## config.mk

```make
export PLATFORM = sky130hd
export DESIGN_NAME = freq_div_ctrl_flat
export DESIGN_NICKNAME = d
export VERILOG_FILES = /design/src/rtl/freq_div_ctrl_if.sv /design/src/rtl/freq_div_ctrl.sv /design/src/flat_wrapper.sv
export SDC_FILE = /design/constraint.sdc
export NUM_CORES = 1
export LEC_CHECK = 0
export BUFFER_PORTS_ARGS = -buffer_cell sky130_fd_sc_hd__buf_2
export CAP_MARGIN = 25
export CELL_PAD_IN_SITES_DETAIL_PLACEMENT = 2
export CELL_PAD_IN_SITES_GLOBAL_PLACEMENT = 2
export CORE_ASPECT_RATIO = 1.2
export CORE_MARGIN = 8
export CORE_UTILIZATION = 30
export DETAILED_ROUTE_END_ITERATION = 8
export PLACE_DENSITY = 0.75
export SYNTH_ARGS = -nofsm -noshare
export SYNTH_HDL_FRONTEND = slang
export SYNTH_SLANG_ARGS = --single-unit
export TNS_END_PERCENT = 50
```

## constraint.sdc

```tcl
create_clock -name ref_clk -period 2.8 [get_ports ref_clk]
set_input_delay 0.42 -clock ref_clk [delete_from_list [all_inputs] [get_ports ref_clk]]
set_output_delay 0.42 -clock ref_clk [all_outputs]
set_load 0.05 [all_outputs]
```

## src/rtl/freq_div_ctrl_if.sv

```systemverilog
// Request/ack and tick bus between the ratio requesters and freq_div_ctrl.
// The master drives requests; the slave (controller) returns acks and divider state.
interface freq_div_ctrl_if;
    logic       req0;
    logic [2:0] ratio0;
    logic       req1;
    logic [2:0] ratio1;
    logic       ack0;
    logic       ack1;
    logic       rej;
    logic [2:0] cur_n;
    logic [2:0] cnt;
    logic       div_en;
    logic       busy;

    modport master (
        output req0, ratio0, req1, ratio1,
        input  ack0, ack1, rej, cur_n, cnt, div_en, busy
    );

    modport slave (
        input  req0, ratio0, req1, ratio1,
        output ack0, ack1, rej, cur_n, cnt, div_en, busy
    );
endinterface

```

## src/rtl/freq_div_ctrl.sv

```systemverilog
// Divide-ratio controller: arbitrates two requesters, applies the winning ratio
// on a period boundary, and emits a one-cycle tick every cur_n cycles.
// Optional macro FDC_ROUND_ROBIN_EN: round-robin tie-break instead of fixed priority to requester 0.
module freq_div_ctrl #(
    parameter logic [2:0] DEFAULT_N = 3'd2
) (
    input  logic           ref_clk,
    input  logic           reset,
    freq_div_ctrl_if.slave bus
);
    typedef enum logic [1:0] {IDLE, WAIT, DONE} state_t;

    state_t     r_state;
    state_t     w_state_nxt;
    logic [2:0] r_cur_n;
    logic [2:0] r_cnt;
    logic [2:0] r_pend_n;
    logic [2:0] w_pend_nxt;
    logic       r_grant_id;
    logic       w_grant_nxt;
    logic       r_rej;
    logic       w_rej_nxt;
    logic       w_any_req;
    logic       w_winner;
    logic [2:0] w_win_ratio;
    logic       w_apply;
    logic [2:0] w_n_eff;
`ifdef FDC_ROUND_ROBIN_EN
    logic       r_last_grant;
`endif

    assign w_any_req = bus.req0 | bus.req1;

`ifdef FDC_ROUND_ROBIN_EN
    assign w_winner = (bus.req0 && bus.req1) ? ~r_last_grant : bus.req1;
`else
    assign w_winner = ~bus.req0;
`endif

    assign w_win_ratio = w_winner ? bus.ratio1 : bus.ratio0;
    assign w_apply     = (r_state == WAIT) && (r_cnt == 3'd0);
    // The reload after an apply must already use the new ratio.
    assign w_n_eff     = w_apply ? r_pend_n : r_cur_n;

    always_comb begin
        w_state_nxt = r_state;
        w_pend_nxt  = r_pend_n;
        w_grant_nxt = r_grant_id;
        w_rej_nxt   = r_rej;
        case (r_state)
            IDLE: begin
                if (w_any_req) begin
                    w_pend_nxt  = w_win_ratio;
                    w_grant_nxt = w_winner;
                    if (w_win_ratio == 3'd0) begin
                        w_rej_nxt   = 1'b1;
                        w_state_nxt = DONE;
                    end else begin
                        w_rej_nxt   = 1'b0;
                        w_state_nxt = WAIT;
                    end
                end
            end
            WAIT: begin
                if (r_cnt == 3'd0) w_state_nxt = DONE;
            end
            DONE: begin
                w_state_nxt = IDLE;
            end
            default: begin
                w_state_nxt = IDLE;
            end
        endcase
    end

    always_ff @(posedge ref_clk) begin
        if (reset) begin
            r_state <= IDLE;
            r_rej   <= 1'b0;
            r_cur_n <= DEFAULT_N;
            r_cnt   <= 3'd0;
        end else begin
            r_state <= w_state_nxt;
            r_rej   <= w_rej_nxt;
            r_cur_n <= w_n_eff;
            r_cnt   <= (r_cnt == 3'd0) ? (w_n_eff - 3'd1) : (r_cnt - 3'd1);
        end
    end

    // Pending ratio and grantee are only consumed in WAIT/DONE, so no reset.
    always_ff @(posedge ref_clk) begin
        r_pend_n   <= w_pend_nxt;
        r_grant_id <= w_grant_nxt;
    end

`ifdef FDC_ROUND_ROBIN_EN
    always_ff @(posedge ref_clk) begin
        if (reset) begin
            r_last_grant <= 1'b1;
        end else if (r_state == IDLE && w_any_req) begin
            r_last_grant <= w_winner;
        end
    end
`endif

    assign bus.ack0   = (r_state == DONE) && !r_grant_id;
    assign bus.ack1   = (r_state == DONE) &&  r_grant_id;
    assign bus.rej    = (r_state == DONE) &&  r_rej;
    assign bus.busy   = (r_state != IDLE);
    assign bus.cur_n  = r_cur_n;
    assign bus.cnt    = r_cnt;
    assign bus.div_en = (r_cnt == 3'd0) && !reset;
endmodule

```

## src/flat_wrapper.sv

```systemverilog
// flat-port wrapper written by rule: the top's interface ports become plain ports
module freq_div_ctrl_flat 
#(
    parameter logic [2:0] DEFAULT_N = 3'd2
)
  (ref_clk, reset, bus_req0, bus_ratio0, bus_req1, bus_ratio1, bus_ack0, bus_ack1, bus_rej, bus_cur_n, bus_cnt, bus_div_en, bus_busy);
  freq_div_ctrl_if bus_i ();
  input  logic ref_clk;
  input  logic reset;
  input wire logic [$bits(bus_i.req0)-1:0] bus_req0;
  input wire logic [$bits(bus_i.ratio0)-1:0] bus_ratio0;
  input wire logic [$bits(bus_i.req1)-1:0] bus_req1;
  input wire logic [$bits(bus_i.ratio1)-1:0] bus_ratio1;
  output wire logic [$bits(bus_i.ack0)-1:0] bus_ack0;
  output wire logic [$bits(bus_i.ack1)-1:0] bus_ack1;
  output wire logic [$bits(bus_i.rej)-1:0] bus_rej;
  output wire logic [$bits(bus_i.cur_n)-1:0] bus_cur_n;
  output wire logic [$bits(bus_i.cnt)-1:0] bus_cnt;
  output wire logic [$bits(bus_i.div_en)-1:0] bus_div_en;
  output wire logic [$bits(bus_i.busy)-1:0] bus_busy;
  assign bus_i.req0 = bus_req0;
  assign bus_i.ratio0 = bus_ratio0;
  assign bus_i.req1 = bus_req1;
  assign bus_i.ratio1 = bus_ratio1;
  assign bus_ack0 = bus_i.ack0;
  assign bus_ack1 = bus_i.ack1;
  assign bus_rej = bus_i.rej;
  assign bus_cur_n = bus_i.cur_n;
  assign bus_cnt = bus_i.cnt;
  assign bus_div_en = bus_i.div_en;
  assign bus_busy = bus_i.busy;
  freq_div_ctrl #(.DEFAULT_N(DEFAULT_N)) u_core (.ref_clk(ref_clk), .reset(reset), .bus(bus_i));
endmodule
```

==> results of run 1 <==
[how the worst max path moves through the flow]
| stage | from | to | slack, ns | cells past startpoint |
|---|---|---|---|---|
| after detailed placement | u_core.r_state[1] | u_core.bus.cnt[2] | 0.90 | 7 |
| after floorplan | u_core.bus.cnt[1] | bus_div_en | 0.73 | 2 |
| after CTS | u_core.bus.cnt[1] | bus_div_en | 0.84 | 3 |
| after global placement | u_core.r_state[1] | u_core.bus.cnt[2] | 1.07 | 7 |
| after global routing | u_core.r_state[1] | u_core.bus.cnt[2] | 0.77 | 7 |
| final | u_core.bus.cnt[1] | bus_div_en | 0.87 | 3 |
[Yosys cell counts (all sizes together), types with 2 or more instances]
master,n,share of area
and3b,2,0.026
nor2b,2,0.019
o21ai,3,0.022
mux2,5,0.084
dfxtp,9,0.27
or2,2,0.019
nand3,5,0.037
nor2,6,0.034
inv,3,0.017
or3,2,0.019
clkbuf,2,0.011
o41ai,2,0.037
a21oi,4,0.030
edfxtp,4,0.18
nor3b,2,0.022
nor3,2,0.015
[power breakdown]
part	switching, W	internal [W]
sequential	0.0000471	0.000245
clock	0.0000656	0.0000553
combinational	0.000261	0.000123
[area by class of cell]
class,count,share of cell area
tap,31,0.04676
multi-input combinational,49,0.4253
timing repair buffer,20,0.1207
inverter,3,0.01357
clock buffer,4,0.03167
sequential,13,0.3620
[layer usage]
layer	vias to the layer above	wire length [um]
met5	-	0
met3	4	107
met4	0	53
met2	15	984
met1	296	739
li1	299	-
[worst max-delay path: cells and delay by family, from the launching register on]
kind,cells,cell delay [ns]
buf+inv,1,0.27
flops,1,0.36
simple gates,2,0.61
[state kept, by name, summed over array words and instances, names as in the netlist]
register,flops
u_core.bus.cnt,3
u_core.r_pend_n,3
u_core.r_grant_id,1
u_core.r_state,2
u_core.bus.cur_n,3
u_core.r_rej,1
[kinds of logic (layout without fill, tap and decap cells)]
group                    count (synthesis)  in the layout  synth area share
adder cells (fa/ha/maj)                  1              1           0.01862
flip-flops                              13             13            0.4469
AND/OR/NAND/NOR                         26             26            0.2384
buffers and inverters                    5             27           0.02794
multiplexers                             5              5           0.08379
AO/OA/AOI/OAI                           17             17            0.1844
[stage by stage]
step	hold WS, ns	total power (W)
6_report	0.4256	0.0007967
5_1_grt	0.4420	0.0008599
4_1_cts	0.4189	0.0008130
3_5_place_dp	0.5094	0.0006893
3_3_place_gp	0.5143	0.0006735
2_1_floorplan	0.4759	0.0005816
==> results.yml, run 1 <==
status:
  status: "finished clean"
finish:
  final_nets: 101
  seqCellArea_sq_um: 300.3
  layout_common_cells: "buf_2 (20), dfxtp_1 (9), nor2_1 (6)"
  finish.utilization: 0.3752
  instances_no_fill: 120
  drive_gt1_frac: 0.3596
  mostFrequentLayoutCell: "buf_2"
  fin_area_sq_um: 829.5
  fillers: 256
  area_delta_synth_final_pct: 23.46
  diodes: 0
  multi_input_area_sq_um: 352.8
cts:
  clk_latency_ns: 0.28
  clk_path_buf_depth: 2
  cts_buffers: 3
  cts_resized: 0
  htree_levels: 1
  cts_tree: "yes"
  cts.reportedPaths.clkPinSlew_ns: 0.08
  cts_hold_buffers: 0
  post_cts_buffers: 0
  cts.sinks: 13
  clockRootBuffer: "clkbuf_4"
critical_path:
  startpoint_type: "flip-flop"
  cp_slowest_stage_delay_ns: 0.49
  r2r-start: "u_core.r_state[1]"
  cp.required_ns: 2.38
  critPathKind: "reg2out"
  path_cells: "or3_1 > nor2_1 > buf_2"
  path_max_fanout: 6
  ff2ff_setup_slack_ns: 0.90
  cp.arrival_ns: 1.51
  rr_worst_depth: 7
  critPathSlowestCell: "or3_1"
  cp-end-kind: "output pin"
  r2r-end: "u_core.bus.cnt[2]"
global_routing:
  grt.busiest_layer: "met2"
  grt_max_degree: 11
  antenna_found_initial: 0
  grt_pass1_wl_um: 3298
  grt_pass1_vias: 714
  use_met3: 0.03383
  grt.total_usage: 0.1099
  met1_usage: 0.1077
  grtUsageMet2: 0.1959
  grt_overflow: 0
place:
  dp.cells: 116
  placed_area_sq_um: 803.3
  dpl_worst_slack_ns: 0.9008
  hpwlAfterDp_um: 1562
  port-buffer-count: 20
  gp_congestion: 0.7355
routing:
  drt_iter0_markers: 8
  wl_um: 1884
  wire_per_inst_um: 15.70
  via_per_inst: 5.117
  dr.pass1.iters: 2
  post-route-drc-count: 0
  vias: 614
  ant_nets: 0
die:
  rows: 19
  core-area_sq_um: 2211
  chipHeight_um: 67.84
  initial_core_util: 0.3039
  dieWidth_um: 59.20
  fp.dieArea_sq_um: 4016
  design.portCount: 21
synthesis:
  ys_warn_count: 0
  synth_area_sq_um: 671.9
  ys_seq_area_frac: 0.4469
  synth_nets: 78
  syn-instance-count: 67
  synth_edf_count: 4
  ys_async_sr_fraction: 0
  ys_ff_latch: 13
  synthFlopType: "dfxtp_1"
  synth_area_per_cell_sq_um: 10.03
  synth_cell_types: 30
min_path:
  min_from: "reset"
  whs_path_depth: 2
  whs_endpoint: "u_core.bus.cnt[1]"
  hold_path.class: "in2reg"
sta:
  rsz0062_at_grt: "false"
  final-hold-violation-count: 0
  setup_tns_ns: 0
  timing.fmax_mhz: 518.8
  tightest_slew_ns: 0.4398
  relSlewSlack: 0.7057
  setup_ws_ns: 0.8726
  finClkSkew_ns: 0.001781
  setup_viol: 0
  maxSlewViolCount: 0
  min_period_ns: 1.927
  fin_crit_sh: 0.6884
pwr:
  vdd_drop_max_v: 0.0003927
  p_leak_nw: 0.3505
  powerDensity_nw_per_um2: 960.4
flow_run:
  drv_cap: 0
No activity file was read; power rests on OpenSTA's default activity.
==> run 2, diff against run 1 <==
- ABC_AREA: unset -> 1
- CORE_UTILIZATION: 30 -> 26
- PLACE_DENSITY: 0.75 -> 0.72
- clock period: 2.8 -> 1.9 ns (I/O delays scaled with it)
==> run 2 against run 1 <==
- sequential share of layout area shrank 0.16 points
- clock skew is essentially flat
- highest routed layer unchanged
- first-iteration DRC count fell by 100%
- final area rose by 0.45%
==> results.yml, run 2 <==
synthesis:
  ys_warn_count: 0
  synth-simple-area-share: 0.2953
  synth_area_per_cell_sq_um: 7.607
  synth_top_cell_by_area: "dfxtp_1"
  synth_common_cells: "inv_1 (24), nor2_1 (15), nand2_1 (11), dfxtp_1 (9)"
  synthFlopType: "dfxtp_1"
  ys_ff_latch: 13
  ys_async_sr_fraction: 0
  yosys-top-cells-area: "dfxtp_1 (27%), edfxtp_1 (18%), inv_1 (13%)"
  synth_compound_area_frac: 0.09720
  ys_seq_area_frac: 0.4486
  synthAdderAreaFrac: 0.01869
  synth_edf_count: 4
  synth_top_family_by_area: "simple AND/OR/NAND/NOR gates"
  synth.most_common_cell: "inv_1"
  synth_nets: 99
  synth_xor_area_frac: 0
  synth_cell_types: 20
  synth.area.mux_share: 0
  syn-instance-count: 88
  synth_area_sq_um: 669.4
  yosys.area.top_type_share: 0.2692
pwr:
  p_clk_frac: 0.148
  swShare: 0.4889
  pwr-share-seq: 0.345
  powerDensity_nw_per_um2: 1395
  p_int_w: 0.0005940
  power.switching_w: 0.0005682
  p_leak_nw: 0.4367
  vdd_drop_max_v: 0.0004358
  comb_power_share: 0.507
critical_path:
  r2r-start: "u_core.bus.cnt[1]"
  critPathKind: "reg2reg"
  cp.arrival_ns: 1.76
  rr_worst_depth: 11
  startpoint_type: "flip-flop"
  ff2ff_setup_slack_ns: 0.31
  cp.required_ns: 2.07
  cp-end-kind: "flip-flop"
  path_max_fanout: 5
  r2r-end: "u_core.bus.cnt[2]"
cts:
  cts_buffers: 3
  post_cts_buffers: 0
  cts_resized: 0
  cts_tree: "yes"
  htree_levels: 1
  clk_path_buf_depth: 2
  clockRootBuffer: "clkbuf_4"
  cts_hold_buffers: 0
  clk_latency_ns: 0.27
  cts.sinks: 13
  cts.reportedPaths.clkPinSlew_ns: 0.08
die:
  fp.dieArea_sq_um: 4461
  design.portCount: 21
  chipHeight_um: 71.59
  rows: 20
  dieWidth_um: 62.32
  core-area_sq_um: 2502
  initial_core_util: 0.2675
global_routing:
  grt_overflow: 0
  grt_max_degree: 9
  grt.total_usage: 0.08668
  grt_pass1_vias: 750
  grt_pass1_wl_um: 3167
  antenna_found_initial: 0
sta:
  fin_crit_sh: 0.8380
  setup_tns_ns: 0
  setup_viol: 0
  finClkSkew_ns: 0.001544
  relSlewSlack: 0.8159
  rsz0062_at_grt: "false"
  min_period_ns: 1.592
  timing.fmax_mhz: 628.1
  setup_ws_ns: 0.3078
  tightest_slew_ns: 0.2732
  final-hold-violation-count: 0
  maxSlewViolCount: 0
finish:
  mostFrequentLayoutCell: "inv_1"
  fillers: 315
  drive_gt1_frac: 0.2973
  area_delta_synth_final_pct: 24.49
  diodes: 0
  layout_common_cells: "inv_1 (24), buf_2 (20), nor2_1 (15)"
  final_nets: 123
place:
  hpwlAfterDp_um: 1546
  dpl_worst_slack_ns: 0.2955
  gp_congestion: 0.7268
  port-buffer-count: 20
routing:
  ant_nets: 0
  wl_um: 1744
  post-route-drc-count: 0
  drt_iter0_markers: 0
  wire_per_inst_um: 12.11
  dr.pass1.iters: 1
  vias: 628
  via_per_inst: 4.361
flow_run:
  drv_cap: 0
min_path:
  hold_path.class: "in2reg"
  whs_path_depth: 2
  min_from: "reset"
  whs_endpoint: "u_core.bus.cnt[0]"
status:
  status: "finished clean"
-- run 2: routing by layer --
| layer | global-route usage | up-vias | routed length, um |
|---|---|---|---|
| met2 | 0.1740 | 15 | 946 |
| met5 | 0 | - | 0 |
| met4 | 0.04569 | 0 | 27 |
| met1 | 0.08040 | 301 | 715 |
| li1 | - | 310 | - |
| met3 | 0.01560 | 2 | 54 |
-- run 2: logic make-up (layout without fill, tap and decap cells) --
logic type / count (synthesis) / in the layout
compound gates: 10 / 10
fa+ha+maj: 1 / 1
buf+inv: 25 / 48
flops: 13 / 13
simple gates: 39 / 39
-- run 2: worst max-delay path by stage --
stage | to | cells after the start | slack (ns) | from
detailed placement | u_core.bus.cnt[2] | 11 | 0.30 | u_core.bus.cnt[1]
CTS | u_core.bus.cnt[2] | 11 | 0.28 | u_core.bus.cnt[1]
finish | u_core.bus.cnt[2] | 11 | 0.31 | u_core.bus.cnt[1]
floorplan | u_core.bus.cnt[2] | 12 | 0.08 | u_core.bus.cnt[0]
global route | u_core.bus.cnt[2] | 11 | 0.10 | u_core.bus.cnt[1]
global placement | u_core.bus.cnt[2] | 11 | 0.34 | u_core.bus.cnt[1]
-- run 2: power by group through the flow --
stage	registers (W)	clock network [W]	logic [W]
after floorplan	0.000526	0	0.000343
after global placement	0.000405	0	0.000578
after detailed placement	0.000410	0	0.000604
after CTS	0.000403	0.000178	0.000605
after global routing	0.000410	0.000191	0.000659
final	0.000401	0.000172	0.000589
-- run 2: layout make-up --
| type | instances | area (sq um) | share of cell area |
|---|---|---|---|
| multi-input combinational | 50 | 275.3 | 0.3303 |
| tap | 33 | 41.29 | 0.04955 |
| clock buffer | 4 | 26.28 | 0.03153 |
| timing repair buffer | 20 | 100.1 | 0.1201 |
| inverter | 24 | 90.09 | 0.1081 |
| sequential | 13 | 300.3 | 0.3604 |
-- run 2: per-stage QoR --
stage,cell area (sq um),util,power [W],hold slack [ns],std cells
after floorplan,669.4,-,0.0008696,0.4165,88
after global placement,807.0,0.3225,0.0009837,0.5133,140
after detailed placement,807.0,0.3225,0.001014,0.5258,140
after CTS,833.3,0.3330,0.001186,0.2989,144
after global routing,833.3,0.3330,0.001260,0.3044,144
final,833.3,0.3330,0.001162,0.2914,144
-- run 2: critical path: stages, from the launching register on --
cell and delay [ns]:
dfxtp_1 0.35, nor2_4 0.15, nand2_4 0.09, nor2_4 0.13, o21ai_0 0.13, o21bai_1 0.15
inv_1 0.06, ha_1 0.19, inv_1 0.07, nand3_1 0.08, nand2_1 0.07, nor2_1 0.03
==> run 3, diff against run 2 <==
- CORE_UTILIZATION: 26 -> 23
- PLACE_DENSITY: 0.72 -> 0.67
- clock period: 1.9 -> 1.3 ns (I/O delays scaled with it)
==> run 3 against run 2 <==
- routed wire length is 22% higher
- sequential power up 51%
- clock power grew 56%
- the flow now finishes with violations (setup timing)
- combinational power rose by 130%
- core utilization up 5.2 points
- fmax grew 4.4%
- sequential cell count unchanged
- clock skew is 0.013 ns higher
- global-route usage is 0.74 points higher
- count of clock-buffer cells in the layout decreased by 1
==> results.yml, run 3 (synthesis results as in run 2) <==
sta:
  setup_viol: 6
  finClkSkew_ns: 0.01443
  timing.fmax_mhz: 655.9
  rsz0062_at_grt: "true"
  maxSlewViolCount: 0
  min_period_ns: 1.525
  fin_crit_sh: 1.173
  final-hold-violation-count: 0
  relSlewSlack: 0.8324
  setup_ws_ns: -0.2246
  tightest_slew_ns: 0.2488
  setup_tns_ns: -0.7292
critical_path:
  cp_slowest_stage_delay_ns: 0.37
  path_max_fanout: 4
  critPathLaunch: "u_core.bus.cnt[2]"
  path_buf_inv: 2
  path_cells: "nor2_4 > nand2_4 > nor2_4 > o21ai_2 > o21ai_2 > inv_2 > ha_4 > inv_4 > nand3_2 > nand2_1 > nor2_1"
  startpoint_type: "flip-flop"
  crit_cells: 11
  r2r-start: "u_core.bus.cnt[2]"
  cp.arrival_ns: 1.72
  critPathKind: "reg2reg"
  r2r-end: "u_core.bus.cnt[2]"
  rr_worst_depth: 11
  cp_top_family: "simple AND/OR/NAND/NOR gates"
  ff2ff_setup_slack_ns: -0.22
  cp-end-kind: "flip-flop"
  cp.required_ns: 1.49
  critPathSlowestCell: "dfxtp_4"
  crit_end: "u_core.bus.cnt[2]"
pwr:
  vdd_drop_max_v: 0.0009477
  powerDensity_nw_per_um2: 2072
  total_power_w: 0.002225
  p_leak_nw: 0.5343
finish:
  drive_gt1_frac: 0.5512
  instances_no_fill: 161
  mostFrequentLayoutCell: "inv_1"
  fillers: 340
  final_nets: 139
  area_delta_synth_final_pct: 60.37
  layout_common_cells: "inv_1 (19), buf_2 (15), buf_4 (15)"
  finish.utilization: 0.3854
  diodes: 0
global_routing:
  grt_pass1_vias: 813
  grt_max_degree: 9
  antenna_found_initial: 0
  grt_pass1_wl_um: 3512
  grt_overflow: 0
  grt.total_usage: 0.09412
die:
  design.portCount: 21
  chipHeight_um: 75.10
  dieWidth_um: 65.25
  initial_core_util: 0.2403
  core-area_sq_um: 2785
  fp.dieArea_sq_um: 4900
  rows: 21
place:
  gp_congestion: 0.7524
  port-buffer-count: 20
  dp.cells: 151
  hpwlAfterDp_um: 1711
flow_run:
  drv_cap: 0
routing:
  wl_um: 2125
  wire_per_inst_um: 13.20
  vias: 686
  via_per_inst: 4.261
  post-route-drc-count: 0
  ant_nets: 0
  drt_iter0_markers: 16
  dr.pass1.iters: 2
cts:
  cts.reportedPaths.clkPinSlew_ns: 0.10
  htree_levels: 1
  cts_buffers: 3
  clk_latency_ns: 0.29
  cts_tree: "yes"
  clk_path_buf_depth: 2
  cts.sinks: 13
  clockRootBuffer: "clkbuf_4"
status:
  status: "finished, violations left"
  violations: "setup timing"
min_path:
  hold_path.class: "in2reg"
-- run 3: layer usage --
| metal | GRT usage | wire [um] |
|---|---|---|
| met1 | 0.08841 | 790 |
| met3 | 0.01190 | 64 |
| met4 | 0.06553 | 44 |
| met2 | 0.1840 | 1226 |
| met5 | 0 | 0 |
-- run 3: what timing repair did --
item                                    CTS  global route
cloned                                    0             0
resized for setup                        16            19
buffers inserted                          3             3
hold buffers                              0             0
endpoints found under the setup margin    7             8
pin swaps                                 0             9
-- run 3: metrics by stage --
stage / hold slack, ns / worst slack (ns) / instance area (sq um)
after global placement: 0.4860 / -0.1140 / 894.6
after global routing: 0.1989 / -0.3280 / 1074
after detailed placement: 0.4889 / -0.1859 / 894.6
after floorplan: 0.3265 / -0.2075 / 680.7
final: 0.1861 / -0.2246 / 1074
after CTS: 0.1884 / -0.1905 / 985.9
-- run 3: worst min-delay path by stage --
stage                              endpoint      from  depth (start not counted)  slack [ns]
after detailed placement  u_core.bus.cnt[0]     reset                          2        0.49
after CTS                 u_core.bus.cnt[0]     reset                          2        0.19
after global routing      u_core.bus.cnt[0]     reset                          2        0.20
final                     u_core.bus.cnt[0]     reset                          2        0.19
after global placement    u_core.bus.cnt[0]     reset                          2        0.49
after floorplan           u_core.r_grant_id  bus_req0                          1        0.33
-- run 3: layout make-up --
type | instances | area, sq um | share of cell area
Clock buffer | 3 | 22.52 | 0.02098
Clock inverter | 1 | 5.005 | 0.004662
Inverter | 24 | 95.09 | 0.08858
Multi-Input combinational cell | 50 | 335.3 | 0.3124
Sequential cell | 13 | 314.1 | 0.2925
Tap cell | 34 | 42.54 | 0.03963
Timing Repair Buffer | 36 | 259.0 | 0.2413
-- run 3: report_power, final --
group / leakage [nW] / internal, W / switching [W] / total [W]
registers: 0.116 / 0.000541 / 0.0000634 / 0.000604
logic: 0.401 / 0.000558 / 0.000795 / 0.00135
clock network: 0.0177 / 0.000114 / 0.000153 / 0.000268
total: 0.534 / 0.00121 / 0.00101 / 0.00222
